==> src/rtl/gate_serial8.sv <==
// Bit-serial gate unit: evaluates NOT/AND/OR/XOR/NAND/NOR one bit per cycle, LSB first.
// Optional: define GATE_SERIAL8_XNOR_EN to make op 6 a legal XNOR.
module gate_serial8 #(
    parameter int WIDTH = 8,
    parameter int CNTW  = 3
) (
    input  logic             clk,
    input  logic             rst_n,
    input  logic             in_valid,
    output logic             in_ready,
    input  logic [2:0]       op,
    input  logic [WIDTH-1:0] e1,
    input  logic [WIDTH-1:0] e2,
    output logic             out_valid,
    input  logic             out_ready,
    output logic [WIDTH-1:0] s,
    output logic             err,
    output logic             busy
);

    typedef enum logic [1:0] {IDLE, SHIFT, DONE} state_t;

    localparam logic [CNTW-1:0] CNT_LAST = CNTW'(WIDTH - 1);

    state_t           state, state_nxt;
    logic [WIDTH-1:0] a_q, b_q, s_q;
    logic [2:0]       op_q;
    logic             err_q;
    logic [CNTW-1:0]  cnt_q;
    logic             r_bit;

    function automatic logic op_illegal(input logic [2:0] o);
`ifdef GATE_SERIAL8_XNOR_EN
        return (o == 3'd7);
`else
        return (o >= 3'd6);
`endif
    endfunction

    function automatic logic gate_bit(input logic [2:0] o, input logic x, input logic y);
        case (o)
            3'd0:    return ~x;
            3'd1:    return x & y;
            3'd2:    return x | y;
            3'd3:    return x ^ y;
            3'd4:    return ~(x & y);
            3'd5:    return ~(x | y);
`ifdef GATE_SERIAL8_XNOR_EN
            3'd6:    return ~(x ^ y);
`endif
            default: return 1'b0;
        endcase
    endfunction

    // Illegal jobs shift in zeros so s ends at 0 with identical timing.
    assign r_bit = err_q ? 1'b0 : gate_bit(op_q, a_q[0], b_q[0]);

    always_comb begin
        state_nxt = state;
        in_ready  = 1'b0;
        out_valid = 1'b0;
        busy      = 1'b0;
        case (state)
            IDLE: begin
                in_ready = 1'b1;
                if (in_valid) state_nxt = SHIFT;
            end
            SHIFT: begin
                busy = 1'b1;
                if (cnt_q == CNT_LAST) state_nxt = DONE;
            end
            DONE: begin
                busy      = 1'b1;
                out_valid = 1'b1;
                if (out_ready) state_nxt = IDLE;
            end
            default: state_nxt = IDLE;
        endcase
    end

    always_ff @(posedge clk) begin
        if (!rst_n) begin
            state <= IDLE;
            a_q   <= '0;
            b_q   <= '0;
            s_q   <= '0;
            op_q  <= '0;
            err_q <= 1'b0;
            cnt_q <= '0;
        end else begin
            state <= state_nxt;
            case (state)
                IDLE: begin
                    if (in_valid) begin
                        a_q   <= e1;
                        b_q   <= e2;
                        op_q  <= op;
                        err_q <= op_illegal(op);
                        s_q   <= '0;
                        cnt_q <= '0;
                    end
                end
                SHIFT: begin
                    a_q   <= a_q >> 1;
                    b_q   <= b_q >> 1;
                    s_q   <= {r_bit, s_q[WIDTH-1:1]};
                    cnt_q <= (cnt_q == CNT_LAST) ? '0 : cnt_q + CNTW'(1);
                end
                default: ;
            endcase
        end
    end

    assign s   = s_q;
    assign err = err_q;

endmodule

==> config.mk <==
export PLATFORM = sky130hd
export DESIGN_NAME = gate_serial8
export DESIGN_NICKNAME = d
export VERILOG_FILES = /design/src/rtl/gate_serial8.sv
export SDC_FILE = /design/constraint.sdc
export NUM_CORES = 1
export LEC_CHECK = 0
export CORE_ASPECT_RATIO = 1.1
export CORE_MARGIN = 4
export CORE_UTILIZATION = 44
export CTS_BUF_LIST = sky130_fd_sc_hd__clkbuf_4
export CTS_CLUSTER_SIZE = 20
export DETAILED_ROUTE_END_ITERATION = 12
export GPL_TIMING_DRIVEN = 0
export MAX_ROUTING_LAYER = met4
export PLACE_DENSITY = 0.74
export SLEW_MARGIN = 20
export SYNTH_ARGS = -nofsm -noshare
export SYNTH_HDL_FRONTEND = slang
export SYNTH_SLANG_ARGS = --single-unit
==> constraint.sdc <==
create_clock -name clk -period 2.9 [get_ports clk]
set_input_delay 0.58 -clock clk [delete_from_list [all_inputs] [get_ports clk]]
set_output_delay 0.58 -clock clk [all_outputs]
set_load 0.02 [all_outputs]
==> Yosys cells after proc, flatten, opt, wreduce, memory -nomap -nowiden <==
Cells that the tools add are included.
W data, S select, Z words.
{ "classes": {"addsub": 1, "multipliers": 0, "div_mod_pow": 0, "n_lt_le_gt_ge": 1, "eq_ne": 11, "shift": 0, "muxes": 18, "bitwise": 6, "reduce_logical": 7} }
{ "op_table": {"columns": ["operator", "count"], "rows": [
  ["$pmux W8 S2", 3],
  ["$mux W8", 3],
  ["$eq A3 B3 Y1 const B", 3],
  ["$eq A3 B2 Y1 const B", 2],
  ["$mux W2", 3],
  ["$mux W3", 2],
  ["$ne A2 B2 Y1 const B", 3],
  ["$pmux W1 S6", 1],
  ["$pmux W2 S3", 1],
  ["$pmux W3 S2", 1],
  ["$mux W1", 4],
  ["$reduce_and A2 Y1", 2],
  ["$add A3 B1 Y3 const B", 1],
  ["$eq A3 B1 Y1 const B", 1],
  ["$ge A3 B3 Y1 const B", 1],
  ["$logic_not A3 Y1", 1],
  ["$not A1 Y1", 3],
  ["$reduce_and A3 Y1", 1],
  ["$eq A2 B1 Y1 const B", 1],
  ["$eq A2 B2 Y1 const B", 1],
  ["$logic_not A2 Y1", 1],
  ["$reduce_bool A2 Y1", 1],
  ["$reduce_or A2 Y1", 1],
  ["$and A1 B1 Y1", 1],
  ["other kinds (2)", 2]
]} }
{ "word_totals": {"ff_bits": 33, "latchBits": 0, "mem_bits_rw": 0, "rom_bits": 0, "elab_cells": 51, "memories": 0} }

==> Depth between registers and ports, before layout <==
Gate-level depths: netlist of the first run.
{ "depth": {"depth_word": 5, "ltp_mapped": 8, "depth_no_buf": 6} }

==> Worst setup path after synthesis of the first run <==
OpenSTA, ideal clock, no wires.
{ "synth_timing": {"path_type": "register to register", "from": "register state[0]", "to": "register cnt_q[2]", "setup_ps": 118, "arrival_time_ps": 1514, "required_ps": 2782, "path_slack_ps": 1267, "path_stages_with_launch": 9, "path_buffers": 2, "period_less_slack_ps": 1633, "path_cell_list": "dfxtp_1 inv_1 ha_1 buf_6 nor2b_4 nor2b_2 buf_6 a22oi_1 nor2b_1"} }
{ "synth_via": {"elab_chain_len": 3} }
{ "synth_rtl": {"columns": ["element", "line_no", "rtl"], "rows": [
  ["start, declared", "25", "state_t state, state_nxt;"],
  ["start signal, assigned", "91", "state <= state_nxt;"],
  ["$eq A2 B1 Y1 or $logic_not A2 Y1 (tied branches)", "92", "case (state)"],
  ["$reduce_bool A2 Y1 (no source line) or $ne A2 B2 Y1 (tied branches)", null, null],
  ["$reduce_and A2 Y1 (no source line)", null, null],
  ["end signal, assigned", "107", "cnt_q <= (cnt_q == CNT_LAST) ? '0 : cnt_q + CNTW'(1);"],
  ["end, declared", "29", "logic [CNTW-1:0] cnt_q;"]
]} }
Several ways; a longest one is shown, not always the timed one.
A chain may end at the register's enable or synchronous reset.

==> Worst setup path after layout of the first run <==
{ "layout_timing": {"from": "register state[0]", "to": "output port busy"} }
{ "layout_via": {"elab_chain_len": 3} }
{ "layout_rtl": {"columns": ["element", "line_no", "rtl"], "rows": [
  ["$eq A2 B1 Y1 or $eq A2 B2 Y1 (tied branches)", "63", "case (state)"],
  ["$reduce_or A2 Y1 (no source line) *", null, null],
  ["$mux W1 *", "63", null],
  ["end, declared", "18", "output logic busy"]
]} }
Mark *: on every way between the ends. The rest lies on a longest branch, timed or not.

==> impl_results.md, run 1 <==
* Crit path max fanout at 3
* Critical path type: reg -> out
* Worst Setup Start Kind: flip-flop
* Syn_nets at ~200
* Switch share at approximately a third
* Gr ovfl total at 0
* Setup TNS at 0 ps
* Share of flip-flops with an asynchronous set or reset at 0%
* Die height at between 70 and 80 um
* Via Count at around 1300
* First-pass GRT wire length at 6130 um
* Gr usage total at roughly 17%
* Io pins at 35
* CTS sink cnt at 33
* Area Overhead vs Synth at 27.8%
* Slew margin rel. at about 70%
* R2R depth at 7
* 1st-iter DRT viols at between 50 and 60
* Peak supply drop at around 0.00032 V
* Share of layout cells above drive strength 1 at between 10 and 15%
* Worst Setup End Kind: output pin
* DPL Wire Length at between 2000 and 3000 um
* Synth top area share at 40.4%
* Internal Power at around 0.77 mW
* Fin crit share at a little under 80%
* Area leader, netlist: dfxtp_1
* Hold/Removal Path Class: reg -> reg
* Reg-to-Reg Start: state[0]$_SDFFE_PN0P_
* Fin Clk Skew at between 15 and 20 ps
* Skew-Pair Late Insertion Delay at roughly 350 ps
* Combinational power share at just over 30%
* CP delay by family, top: buffers and inverters
* Synthesized flop and latch total at 33
* Reg-to-reg slack, setup at approximately 1200 ps
* Post-Layout Cell Count at ~260
* Drt first pass iters at 4
* Mapped Avg Cell Area at a little under 10 um^2
* DR DRC count at 0
* Dpl cells at between 200 and 250
* Clk pwr share at a little under a quarter
* Final wirelength at 3560 um
* Post-synth EDFFs at 0
* Layout Nets at 236
* Vias/cell at ~5.2
* Starting Density at 47.2%
* Core Box Area at roughly 0.0035 mm^2
* Endpoints failing setup at 0
* Unrepaired setup endpoints after global routing: no
* Pin count of the biggest net entering global routing at 12
* Cts bufs inserted at 5
* Buffer type at the clock tree root: clkbuf_4
* Overall Power at 1.13 mW
* Slowest stage delay, CP at roughly 600 ps
* Antenna violations before repair at 0
* Synthesized area at 0.00164 mm^2
* Power Dens Cells at 541 mW/mm^2
* Crit path buf inv count at 2
* DR WL/cell at 13.9 um
* IO Port Bufs at 34
* DIE AREA at 0.00476 mm^2
* Hold Vio Cnt, Final at 0
* Status: completed
* CTS H-tree lvls at 2
* Ys flop type: dfxtp_1
* Hold Path Depth at 2
* TritonCTS clock tree: yes
* Most frequent cell after synthesis: dfxtp_1
* Slowest CP cell: clkdlybuf4s50_1
* Reg power frac at roughly 47%
* Slew @ Worst Pin at between 400 and 500 ps
* Sequential share of the synthesized area at between 40% and 50%
* Max-Cap Viols at 0
* Vias in the first global route at approximately 1400
* Core Util, Final at 60.3%
* Hold slack at approximately 500 ps
* Largest cells by area after synthesis: dfxtp_1, mux2i_1, o211a_1
* Stages on worst setup path at 3
* Critical path arrival at between 1500 and 2000 ps
* Unique masters post-synth at 31
* # fillers at ~340
* Cells after Synth at 165
* Slew Viols, Final at 0
* WP data required at 2320 ps
* # hold bufs at CTS at 0
* Leakage power at 0.910 nW
* Crit path from: state[0]$_SDFFE_PN0P_
* Fmax at between 400 and 500 MHz
* Synth warn at 0
* Reg2Reg Capture Point: b_q[0]$_SDFFE_PN0P_
* Post-route minimum period at about 2300 ps
* Ant diodes at 0
* FP Rows at 22
* Sw power at 0.367 mW
* Width of the die at around 66 um
* Post-DRT Antenna Nets at 0
* Critical Path Sink: busy
* Worst-path clk slew at ~110 ps
* Cell Chain, Critical Path: inv_1 > ha_1 > clkdlybuf4s50_1
* Clock tree buffer depth at 2
* Post-CTS setup buffers at 0
* Final GP Congestion at 0.777
* Post-synth top cells: dfxtp_1, nand2_1, mux2i_1, nor2b_1, o211a_1
* CTS resizes at 0
[sequential cells by signal, indices dropped and copies added (netlist names)]
| register | cells |
|---|---|
| a_q | 8 |
| op_q | 3 |
| cnt_q | 3 |
| state | 2 |
| b_q | 8 |
| s | 8 |
| err | 1 |
[final cells by class]
cell class / count / area [um^2] / area share [%]
multi-input cells: 116 / 871 / 41.6
clock inverters: 3 / 17.5 / 0.837
flip-flops and latches: 33 / 661 / 31.6
well taps: 48 / 60.1 / 2.87
clock buffers: 5 / 37.5 / 1.79
repair buffers: 34 / 340 / 16.3
inverters: 6 / 22.5 / 1.08
plain buffers: 10 / 82.6 / 3.95
[tightest hold or removal path: cells and delay by family, from the launching register on]
family             cells  cell delay, ps
AOI/OAI and AO/OA      1              60
and+or+nand+nor        1              50
DFF                    1             340
[placed cells by master, fill, tap and decap left out, types with 2 or more instances in the layout]
cell and instances:
inv_1 6, ha_1 7, and3_1 2, a21oi_1 3
o211a_1 12, clkbuf_1 3, a21boi_0 4, buf_4 2
nor2_1 4, clkinv_2 2, clkbuf_4 5, dfxtp_1 33
clkdlybuf4s50_1 34, or3_1 2, nor3b_1 2, nand3_1 4
nor2b_1 13, nand2_1 22, a22oi_1 10, buf_6 5
a31oi_1 2, mux2i_1 17
[logic make-up after synthesis]
group | count (synthesis) | synth area share [%]
mux | 18 | 11.8
buf+inv | 16 | 6.42
simple gates | 57 | 19.4
fa+ha+maj | 7 | 5.35
flops | 33 | 40.4
compound gates | 34 | 16.7
[worst min path at each step]
stage | startpoint | end | slack (ps)
4_1_cts | err$_SDFFE_PN0P_ | err$_SDFFE_PN0P_ | 500
6_report | err$_SDFFE_PN0P_ | err$_SDFFE_PN0P_ | 500
2_1_floorplan | cnt_q[1]$_SDFFE_PN0P_ | cnt_q[1]$_SDFFE_PN0P_ | 430
3_3_place_gp | cnt_q[1]$_SDFFE_PN0P_ | cnt_q[1]$_SDFFE_PN0P_ | 450
3_5_place_dp | err$_SDFFE_PN0P_ | err$_SDFFE_PN0P_ | 480
5_1_grt | err$_SDFFE_PN0P_ | err$_SDFFE_PN0P_ | 510
[metrics by stage]
step | worst slack (ps) | instance area (um^2)
floorplan | 1270 | 1640
CTS | 646 | 2090
detailed placement | 814 | 2040
global placement | 855 | 2040
finish | 646 | 2090
global route | 581 | 2090
[per-layer routing]
metal,vias up,GRT usage [%],wire (um)
met1,625,19.1,1500
met2,28,28.7,1830
met4,0,5.42,53
met5,-,-,0
li1,662,-,-
met3,7,4.80,168
[power groups by stage]
stage	clock network [mW]	registers [mW]	logic, mW
detailed placement	0	0.539	0.348
floorplan	0	0.534	0.252
global route	0.283	0.535	0.382
CTS	0.263	0.528	0.350
global placement	0	0.535	0.337
finish	0.259	0.528	0.346
(Power assumes the default switching activity.)
==> run 2: changes to the inputs <==
==> constraint.sdc (replaced) <==
create_clock -name clk -period 2.2 [get_ports clk]
set_input_delay 0.44 -clock clk [delete_from_list [all_inputs] [get_ports clk]]
set_output_delay 0.44 -clock clk [all_outputs]
set_load 0.02 [all_outputs]
==> results of run 2 <==
The final DEF is identical to that of run 1. Status: completed.
Main changes from that run: setup slack after placement 814 ps -> 254 ps; setup slack after layout 646 ps -> 86.1 ps; register-to-register setup slack 1240 ps -> 540 ps; total power 1.13 mW -> 1.49 mW; worst IR drop on VDD 0.000324 V -> 0.000427 V
==> patch: new RTL, config.mk and constraints of run 1 <==
Encoding of `state_t`: now one-hot (3 bits for 3 states).
--- a/src/rtl/gate_serial8.sv
+++ b/src/rtl/gate_serial8.sv
@@ -20,3 +20,3 @@
 
-    typedef enum logic [1:0] {IDLE, SHIFT, DONE} state_t;
+    typedef enum logic [2:0] {IDLE = 3'b001, SHIFT = 3'b010, DONE = 3'b100} state_t;
 
Check against the original RTL: no difference found for any inputs over 10 cycles, from zero or initial values and one cycle with rst_n low; not proved beyond that.
==> patch against run 1 <==
Sequential cell count up 1; worst setup slack worse by 0.50 ns; area after synthesis down 5.3%; wire length up 0.84%; global-route usage up 0.80 points; register-to-register slack better by 0.21 ns; design area down 4.2%.
Power is not compared: it rests on default switching activity, and its combinational part moved more than twofold at a synthesized area within 25%.
==> patch: results (changes against run 1) <==
pin count of the biggest net entering global routing 11 (-1); Avg Inst Size Synth 8.86 µm² (-11%); Synth Flop Type dfxtp_1; Worst Setup SP state[1]$_SDFFE_PN0P_; IO Port Bufs 34 (unchanged); Fillers 322 (-3.9%); post-DP HPWL 2690 µm (-1.9%); Synth warnings 0 (unchanged); Top Family by Delay on Critical Path buffers and inverters; gr usage total 0.177 (+0.00800); vias in the first global route 1,389 (+2.5%); CTS Buf Count 5 (unchanged); GP Congestion 0.776 (-0.19%); crit path max fanout 10 (+7); hold crit path type flip-flop to flip-flop; clk root buf clkbuf_4; Clock Skews 0.0107 ns (-0.00530 ns); register area share after synthesis 0.439 (+0.0354); Clk Latency, worst-skew pair 0.33 ns (-0.02 ns); DRT Wirelength 3590 µm (+0.84%); setup repair bufs after CTS 0 (unchanged); Starting DRT DRC Count 83 (+48%); Async S/R FF share, synth 0 (unchanged); clock slew at reported path FFs 0.09 ns (-0.02 ns); slowest stage delay, CP 0.60 ns (about the same); Pleak 0.782 nW; vias per cell 5.23 (+0.83%); outcome finished clean; most frequent cells after synthesis nand2_1 (40), dfxtp_1 (34), a31oi_1 (13); Antenna Cells 0 (unchanged); first-pass GRT wire length 6230 µm (+1.7%); crit path DAT 2.18 ns (+0.51 ns); dpl cell area 1950 µm² (-4.2%); nets@finish 243 (+3.0%); PostCTS Resize Cnt 0 (unchanged); Hold Crit Start a_q[5]$_SDFFE_PN0P_; Slew headroom 0.744 (+0.0462); synthesized net count 202 (+3.6%); initial antenna violation count 0 (unchanged); worst slack, placed 0.519 ns (-0.295 ns); layout cells sized above 1 0.111 (+0.00966); main area contributors after synthesis dfxtp_1 (44%), nand2_1 (9.7%), a31oi_1 (5.2%); Distinct cells, synth 35 (+13%)
## patch: cell families (layout without fill, tap and decap cells)
kind of cell / Yosys count / after routing / share of synthesized area
flip-flops: 34 / 34 / 0.439
AO/OA/AOI/OAI: 52 / 52 / 0.217
AND/OR/NAND/NOR: 70 / 70 / 0.248
buffers and inverters: 15 / 56 / 0.0638
adder cells (fa/ha/maj): 4 / 4 / 0.0323
## patch: cell type report
cell class / instances / area [µm²] / area share
buffer: 12 / 87.6 / 0.0437
timing repair buffer: 34 / 340 / 0.170
multi-input combinational: 126 / 771 / 0.385
clock buffer: 7 / 52.6 / 0.0262
inverter: 3 / 11.3 / 0.00562
tap: 48 / 60.1 / 0.0300
sequential: 34 / 681 / 0.340
## patch: worst register-to-register path, cell delays in order, from the launching register on
cell     delay, ns
dfxtp_1       0.42
or3b_4        0.44
nand2_4       0.12
buf_6         0.15
o21ai_1       0.06
a31oi_1       0.17
## patch: path summary, 6_finish.rpt
kind	to	slack (ns)	cells after the start
max	busy	0.14	5
max reg2reg	a_q[2]$_SDFFE_PN0P_	1.45	5
min reg2reg	a_q[4]$_SDFFE_PN0P_	0.48	2
min	a_q[4]$_SDFFE_PN0P_	0.48	2
## patch: layer usage
layer	GRT usage	share of wire	wire [µm]
met5	-	0	0
met1	0.211	0.45	1620
met2	0.287	0.49	1770
met3	0.0547	0.043	153
met4	0.0516	0.013	47
## patch: per-stage QoR
| step | cells | power [W] |
|---|---|---|
| detailed placement | 257 | 0.000680 |
| finish | 264 | 0.000920 |
| CTS | 264 | 0.000931 |
| floorplan | 175 | 0.000615 |
| global placement | 257 | 0.000673 |
| global route | 264 | 0.000971 |
## patch: power by group
group          switching, W  leakage (nW)  internal [W]
Sequential        0.0000210         0.278      0.000495
Combinational     0.0000733         0.471     0.0000803
Clock              0.000140        0.0322      0.000110
